**src/rtl/sr_load_if.sv**
```systemverilog
// Load-request handshake between a requester and sr_load_ctrl.
interface sr_load_if #(
  parameter int unsigned WIDTH = 8
);
  logic             req_valid;
  logic             req_ready;
  logic [WIDTH-1:0] req_data;
  logic             req_force;

  modport master (output req_valid, output req_data, output req_force, input req_ready);
  modport slave  (input req_valid, input req_data, input req_force, output req_ready);
endinterface

```
**src/rtl/sr_load_ctrl.sv**
```systemverilog
// Drives S/R inputs of a bank of SR flip-flops so their Q matches a requested pattern,
// tracking the bank state in q_shadow and never asserting S and R on the same bit.
module sr_load_ctrl #(
  parameter int unsigned WIDTH  = 8,
  parameter int unsigned SETTLE = 1
) (
  input  logic             clk,
  input  logic             reset,
  sr_load_if.slave         req,
  output logic [WIDTH-1:0] s,
  output logic [WIDTH-1:0] r,
  output logic [WIDTH-1:0] q_shadow,
  output logic             busy,
  output logic             done
);

  localparam int unsigned CNT_W = 4;
  localparam logic [CNT_W-1:0] CNT_LOAD = CNT_W'(SETTLE - 1);

  typedef enum logic [1:0] {
    IDLE  = 2'd0,
    CLEAR = 2'd1,
    DRIVE = 2'd2,
    DONE  = 2'd3
  } state_t;

  state_t           state;
  logic [CNT_W-1:0] cnt;
  logic [WIDTH-1:0] tgt;
  logic             ready;
  logic [WIDTH-1:0] set_mask_c;
  logic [WIDTH-1:0] clr_mask_c;

  // Delta masks against the tracked bank state, only consumed on the handshake edge
  assign set_mask_c    = req.req_data & ~q_shadow;
  assign clr_mask_c    = ~req.req_data & q_shadow;
  assign req.req_ready = ready;

  // Phase sequencer; s/r change only together with the state, so S and R never overlap
  always_ff @(posedge clk or negedge reset) begin
    if (!reset) begin
      state    <= IDLE;
      cnt      <= '0;
      tgt      <= '0;
      s        <= '0;
      r        <= '0;
      q_shadow <= '0;
      busy     <= 1'b0;
      done     <= 1'b0;
      ready    <= 1'b1;
    end else begin
      done <= 1'b0;
      case (state)
        IDLE: begin
          if (req.req_valid && ready) begin
            tgt   <= req.req_data;
            busy  <= 1'b1;
            ready <= 1'b0;
            cnt   <= CNT_LOAD;
            if (req.req_force) begin
              state <= CLEAR;
              s     <= '0;
              r     <= '1;
            end else if (|(set_mask_c | clr_mask_c)) begin
              state <= DRIVE;
              s     <= set_mask_c;
              r     <= clr_mask_c;
            end else begin
              state <= DONE;
              done  <= 1'b1;
            end
          end
        end
        CLEAR: begin
          if (cnt == '0) begin
            state    <= DRIVE;
            q_shadow <= '0;
            s        <= tgt;
            r        <= '0;
            cnt      <= CNT_LOAD;
          end else begin
            cnt <= cnt - CNT_W'(1);
          end
        end
        DRIVE: begin
          if (cnt == '0) begin
            state    <= DONE;
            q_shadow <= tgt;
            s        <= '0;
            r        <= '0;
            done     <= 1'b1;
          end else begin
            cnt <= cnt - CNT_W'(1);
          end
        end
        DONE: begin
          state <= IDLE;
          busy  <= 1'b0;
          ready <= 1'b1;
        end
        default: state <= IDLE;
      endcase
    end
  end

endmodule

```
**src/flat_wrapper.sv**
```systemverilog
// flat-port wrapper written by rule: the top's interface ports become plain ports
module sr_load_ctrl_flat 
#(
  parameter int unsigned WIDTH  = 8,
  parameter int unsigned SETTLE = 1
)
  (clk, reset, s, r, q_shadow, busy, done, req_req_valid, req_req_data, req_req_force, req_req_ready);
  sr_load_if #(.WIDTH(WIDTH)) req_i ();
  input  logic clk;
  input  logic reset;
  output logic [WIDTH-1:0] s;
  output logic [WIDTH-1:0] r;
  output logic [WIDTH-1:0] q_shadow;
  output logic busy;
  output logic done;
  input wire logic [$bits(req_i.req_valid)-1:0] req_req_valid;
  input wire logic [$bits(req_i.req_data)-1:0] req_req_data;
  input wire logic [$bits(req_i.req_force)-1:0] req_req_force;
  output wire logic [$bits(req_i.req_ready)-1:0] req_req_ready;
  assign req_i.req_valid = req_req_valid;
  assign req_i.req_data = req_req_data;
  assign req_i.req_force = req_req_force;
  assign req_req_ready = req_i.req_ready;
  sr_load_ctrl #(.WIDTH(WIDTH), .SETTLE(SETTLE)) u_core (.clk(clk), .reset(reset), .req(req_i), .s(s), .r(r), .q_shadow(q_shadow), .busy(busy), .done(done));
endmodule
```
**config.mk**
```make
export PLATFORM = sky130hd
export DESIGN_NAME = sr_load_ctrl_flat
export DESIGN_NICKNAME = d
export VERILOG_FILES = /design/src/rtl/sr_load_if.sv /design/src/rtl/sr_load_ctrl.sv /design/src/flat_wrapper.sv
export SDC_FILE = /design/constraint.sdc
export NUM_CORES = 1
export LEC_CHECK = 0
export CAP_MARGIN = 20
export CORE_ASPECT_RATIO = 0.8
export CORE_MARGIN = 5
export CORE_UTILIZATION = 47
export DETAILED_ROUTE_END_ITERATION = 10
export GPL_TIMING_DRIVEN = 0
export PLACE_DENSITY_LB_ADDON = 0.3
export SYNTH_ARGS = -nofsm -noshare
export SYNTH_HDL_FRONTEND = slang
export SYNTH_SLANG_ARGS = --single-unit
```
**constraint.sdc**
```tcl
create_clock -name clk -period 1.8 [get_ports clk]
set_input_delay 0.54 -clock clk [delete_from_list [all_inputs] [get_ports clk]]
set_output_delay 0.54 -clock clk [all_outputs]
set_load 0.02 [all_outputs]
```
After elaboration in Yosys (flattened, before gate mapping)

Cells that the tools add are included.

Bits in registers: 41
Input port bits: 12
Output and inout bits: 27
Logic and storage cells: 70

Add/sub/neg operators: 1
Equal/unequal tests: 9
Multiplexer cells: 30
Bitwise gates (word level): 5
Reduce and logical (&&, ||, !) cells: 16

Operators with widths:

| kind                                             | number |
|---|---|
| two-way mux 8 bit                                | 8 |
| one-hot mux 8 bit (2 select lines)               | 2 |
| one-hot mux 8 bit (3 select lines)               | 1 |
| AND 8 bit                                        | 2 |
| inverter 8 bit                                   | 2 |
| two-way mux 4 bit                                | 3 |
| one-hot mux 4 bit (3 select lines)               | 1 |
| AND reduction 3 bit                              | 3 |
| two-way mux 2 bit                                | 4 |
| != test 2 x 1 -> 1 bit, second input constant    | 4 |
| OR 8 bit                                         | 1 |
| one-hot mux 2 bit (4 select lines)               | 1 |
| OR reduction 8 bit                               | 1 |
| two-way mux 1 bit                                | 7 |
| one-hot mux 1 bit (2 select lines)               | 3 |
| nonzero test 2 bit                               | 3 |
| AND reduction 5 bit                              | 1 |
| == test 2 bit, second input constant             | 2 |
| logical NOT 4 bit                                | 1 |
| AND reduction 2 bit                              | 2 |
| AND reduction 4 bit                              | 1 |
| subtractor 4 x 1 -> 4 bit, second input constant | 1 |
| != test 3 x 2 -> 1 bit, second input constant    | 1 |
| nonzero test 3 bit                               | 1 |
| other kinds (5)                                  | 5 |

Depth between registers and ports, before layout

Depth in word-level cells: 8
Depth in mapped cells: 8
Gate-level depth less buffers: 6

Worst setup path after synthesis

Ideal clock, no wire load.

Kind: input port to flip-flop
Start point: input port req_req_data[2]
End point: register u_core.s[0]
Library setup time: 0.125 ns
Data arrival time: 2.004 ns
Data required time: 1.675 ns
Slack: -0.329 ns
Stages on the path: 7
Path buffers: 1
Cell sequence: inv_1 > ha_1 > nand4_1 > nor4b_1 > or3_1 > buf_6 > mux2_4

Cells in the longest elaborated chain, start to end: 6
Elaborated cells between the ends (all ways): 7
Those cells by class: 1 x eq/ne; 4 x bitwise; 2 x reduce/logical

RTL lines:

| element                                   | RTL line           | source |
|---|---|---|
| from (decl)                               | flat_wrapper.sv:17 | `input wire logic [$bits(req_i.req_data)-1:0] req_req_data;` |
| inverter 8 bit                            | sr_load_ctrl.sv:36 | `assign clr_mask_c = ~req.req_data & q_shadow;` |
| AND 8 bit                                 | sr_load_ctrl.sv:36 |  |
| OR 8 bit *                                | sr_load_ctrl.sv:64 | `end else if (\|(set_mask_c \| clr_mask_c)) begin` |
| OR reduction 8 bit *                      | sr_load_ctrl.sv:64 |  |
| != test 3 x 2 -> 1 bit (no source line) * | -                  |  |
| AND reduction 5 bit (no source line) *    | -                  |  |
| to (signal assigned)                      | sr_load_ctrl.sv:66 | `s <= set_mask_c;` |
| to (signal assigned)                      | sr_load_ctrl.sv:78 | `s <= tgt;` |
| to (decl)                                 | sr_load_ctrl.sv:10 | `output logic [WIDTH-1:0] s,` |

Mark *: on every way between the ends. The rest lies on a longest branch, timed or not.
A chain may end at the register's enable or synchronous reset.

Worst setup path in the final report

Start point: register u_core.q_shadow[2]
End point: register u_core.s[7]

Cells in the longest elaborated chain, start to end: 6
Elaborated cells between the ends (all ways): 7
Those cells by class: 1 x eq/ne; 4 x bitwise; 2 x reduce/logical

RTL lines:

| element                                   | RTL line           | source |
|---|---|---|
| from (decl)                               | sr_load_ctrl.sv:12 | `output logic [WIDTH-1:0] q_shadow,` |
| from (signal assigned)                    | sr_load_ctrl.sv:88 | `q_shadow <= tgt;` |
| inverter 8 bit                            | sr_load_ctrl.sv:35 | `assign set_mask_c = req.req_data & ~q_shadow;` |
| AND 8 bit                                 | sr_load_ctrl.sv:35 |  |
| OR 8 bit *                                | sr_load_ctrl.sv:64 |  |
| OR reduction 8 bit *                      | sr_load_ctrl.sv:64 |  |
| != test 3 x 2 -> 1 bit (no source line) * | -                  |  |
| AND reduction 5 bit (no source line) *    | -                  |  |

Marks and branches as above.

==> impl_metrics.py <==
metrics = {
    "outcome": {
        "status": "finished with violations",
        "violations": "setup timing",
    },
    "power": {
        "switchingPower_mw": 2.17,
        "clockPowerShare_pct": 12.0,
        "power.density_nw_per_um2": 1690,
        "power.leakage_nw": 1.56,
        "pwr-share-comb_pct": 57.9,
        "power.total_mw": 5.14,
        "p_seq_share_pct": 30.1,
        "switching_share_pct": 42.1,
        "max-vdd-ir-drop_mv": 0.925,
        "p_int_mw": 2.98,
    },
    "cts": {
        "clkTransAtPathRegs_ns": 0.08,
        "h-tree-depth": 2,
        "clock-root-buffer": "clkbuf_8",
        "clk_latency_ns": 0.29,
        "cts_num_sinks": 41,
        "cts_buffer_depth": 2,
        "cts_tree": "built",
        "cts_buffers": 5,
        "cts_hold_buffers": 0,
    },
    "grt": {
        "grt_max_degree": 41,
        "grt_pass1_wl_mm": 9.09,
        "use_met2_pct": 27.2,
        "grt_pass1_vias": 1765,
        "grt_use_total_pct": 19.0,
        "use_met3_pct": 5.52,
        "overflow": 0,
        "met1_usage_pct": 28.0,
        "busiest_layer": "met1",
        "antenna_found_initial": 0,
    },
    "timing": {
        "fin_crit_sh_pct": 110,
        "final-setup-viol-count": 16,
        "fin_skew_ns": 0.00719,
        "slew_violations": 0,
        "finalHoldWorstSlack_ns": 0.0319,
        "timing.setup.tns_ns": -1.93,
        "worstMarginPinSlew_ns": 0.408,
        "rsz0062_at_grt": "true",
        "slew_headroom_pct": 72.8,
        "fmax_mhz": 507,
        "layout_setup_ws_ns": -0.172,
        "hold_violations": 0,
        "min_period_ns": 1.97,
    },
    "worst_hold_path": {
        "hold_path_class": "in -> async",
    },
    "synth": {
        "synth.area.mux_share_pct": 6.83,
        "synth_area_leaders": "dfrtp_1, ha_1, mux2_4",
        "netlist_top_cells_count": "dfrtp_1, nand2_1, inv_1",
        "synthFlopType": "dfrtp_1",
        "ys_warn_count": 0,
        "synth_cells": 217,
        "syn_area_per_cell_sq_um": 10.2,
        "yosys.area_share.simple_pct": 11.6,
        "yosysMostFrequentCell": "dfrtp_1",
        "synthXorXnorAreaFrac_pct": 0,
        "synth_top_family_by_area": "compound AO/OA/AOI/OAI gates",
        "synth_area_leader_cell": "dfrtp_1",
        "async_reset_ff_share_pct": 100,
        "seq_area_frac_synth_pct": 46.4,
        "synth_adder_area_share_pct": 12.4,
        "yosysUniqueCellTypes": 37,
        "yosys.area.top_type_share_pct": 45.2,
        "ys_ff_latch": 41,
        "synth_compound_area_share_pct": 16.8,
        "synth_edf_count": 0,
        "synth_nets": 251,
        "syn_area_sq_um": 2220,
    },
    "drt": {
        "drc": 0,
        "vias": 1817,
        "via_per_inst": 5.39,
        "ant_nets": 0,
        "drt_iter0_drc": 182,
        "postRouteWirelength_mm": 5.46,
        "wl_per_cell_um": 16.2,
        "first_pass_iters": 4,
    },
    "floorplan": {
        "dieHeight_um": 71.4,
        "start_util_pct": 48.5,
        "die_w_um": 86.8,
        "ios": 39,
        "fp-row-count": 22,
        "core_area_sq_um": 4570,
        "dieArea_sq_um": 6200,
    },
    "finish": {
        "syn_to_final_growth_pct": 37.4,
        "antennaDiodeCount": 0,
        "multi_input_area_sq_um": 1230,
        "regArea_sq_um": 1030,
        "n_fill_cell": 361,
        "final_util_pct": 66.6,
        "drive_gt1_share_pct": 31.8,
        "final_nets": 311,
    },
    "place": {
        "dp_slack_ns": -1.04,
        "hpwl_mm": 3.70,
        "portBuffers": 38,
        "gp_congestion": 0.789,
    },
    "setup_path": {
        "worstSetupPathType": "reg -> reg",
        "critPathLaunchType": "register",
        "r2r-end": "u_core.s[7]",
        "arrival_ns": 2.15,
        "cp.required_ns": 1.98,
        "r2r_start": "u_core.q_shadow[2]",
        "r2r_slack_ns": -0.17,
        "worstPathMaxFanout": 8,
        "critPathCaptureType": "register",
        "reg2reg_depth": 6,
    },
    "flow_run": {
        "cap_violations": 0,
    },
}
==> metrics by stage <==
stage / cells / area (sq um)
final: 337 / 3050
after global routing: 337 / 3050
after CTS: 325 / 2930
after detailed placement: 316 / 2760
after global placement: 315 / 2740
after floorplan: 217 / 2290
==> placed cells by master (no fill, tap or decap), drive strengths merged, types with 4 or more instances in the layout <==
cell type / n
o21ai: 24
dlymetal6s2s: 4
buf: 27
nor2: 13
ha: 22
nand2: 29
dlygate4sd2: 21
dfrtp: 40
o2bb2ai: 8
clkbuf: 13
mux2: 9
inv: 24
a22o: 9
==> sequential cells by signal, indices dropped and copies added, names as in the netlist <==
name and cells:
u_core.s 8, u_core.done 1, u_core.r 8, u_core.cnt 4, u_core.tgt 8, u_core.busy 1, u_core.q_shadow 8, u_core.state 2
u_core.req.req_ready 1
==> per-layer routing <==
layer	vias to the layer above	routed length (um)
met1	883	2530
met4	0	59
met3	7	361
li1	868	-
met5	-	0
met2	59	2520
==> area by class of cell <==
class | count | area share (%)
plain buffers | 6 | 1.40
clock buffers | 6 | 2.71
well taps | 60 | 2.47
repair buffers | 56 | 15.4
flip-flops and latches | 41 | 33.9
clock inverters | 1 | 0.247
inverters | 24 | 3.62
multi-input cells | 143 | 40.3
==> power by group through the flow <==
| stage | Clock (mW) | Combinational [mW] | Sequential [mW] |
|---|---|---|---|
| floorplan | 0 | 1.59 | 1.71 |
| global placement | 0 | 2.56 | 1.52 |
| detailed placement | 0 | 2.63 | 1.54 |
| CTS | 0.632 | 2.73 | 1.54 |
| global route | 0.677 | 3.25 | 1.60 |
| finish | 0.618 | 2.98 | 1.55 |
==> repair_timing <==
action,in CTS,in global routing
gates cloned,0,0
gates resized for setup,72,30
endpoints found under the setup margin,50,42
pin swaps,6,7
setup buffers,4,15
hold endpoints to repair,0,0
==> worst max-delay path by stage <==
stage                        to  slack [ns]          startpoint  cells after the start
finish              u_core.s[7]       -0.17  u_core.q_shadow[2]                      6
floorplan           u_core.s[0]       -0.19     req_req_data[4]                      7
detailed placement  u_core.s[7]       -1.04     req_req_data[4]                      8
global route        u_core.s[7]       -0.25     u_core.state[0]                      7
global placement    u_core.s[6]       -1.02     req_req_data[4]                      8
CTS                 u_core.s[7]       -0.20  u_core.q_shadow[5]                      6
==> critical path, cell delays in order, from the launching register on <==
cell     delay [ns]
dfrtp_1        0.42
ha_1           0.31
nand4_1        0.16
nor4b_4        0.33
or3_1          0.16
buf_6          0.16
mux2_4         0.31
==> cell families (layout without fill, tap and decap cells) <==
group,Yosys count,after routing
fa+ha+maj,22,22
compound gates,54,54
buf+inv,33,93
simple gates,56,56
mux,11,11
flops,41,41
No activity file was read; power rests on OpenSTA's default activity.
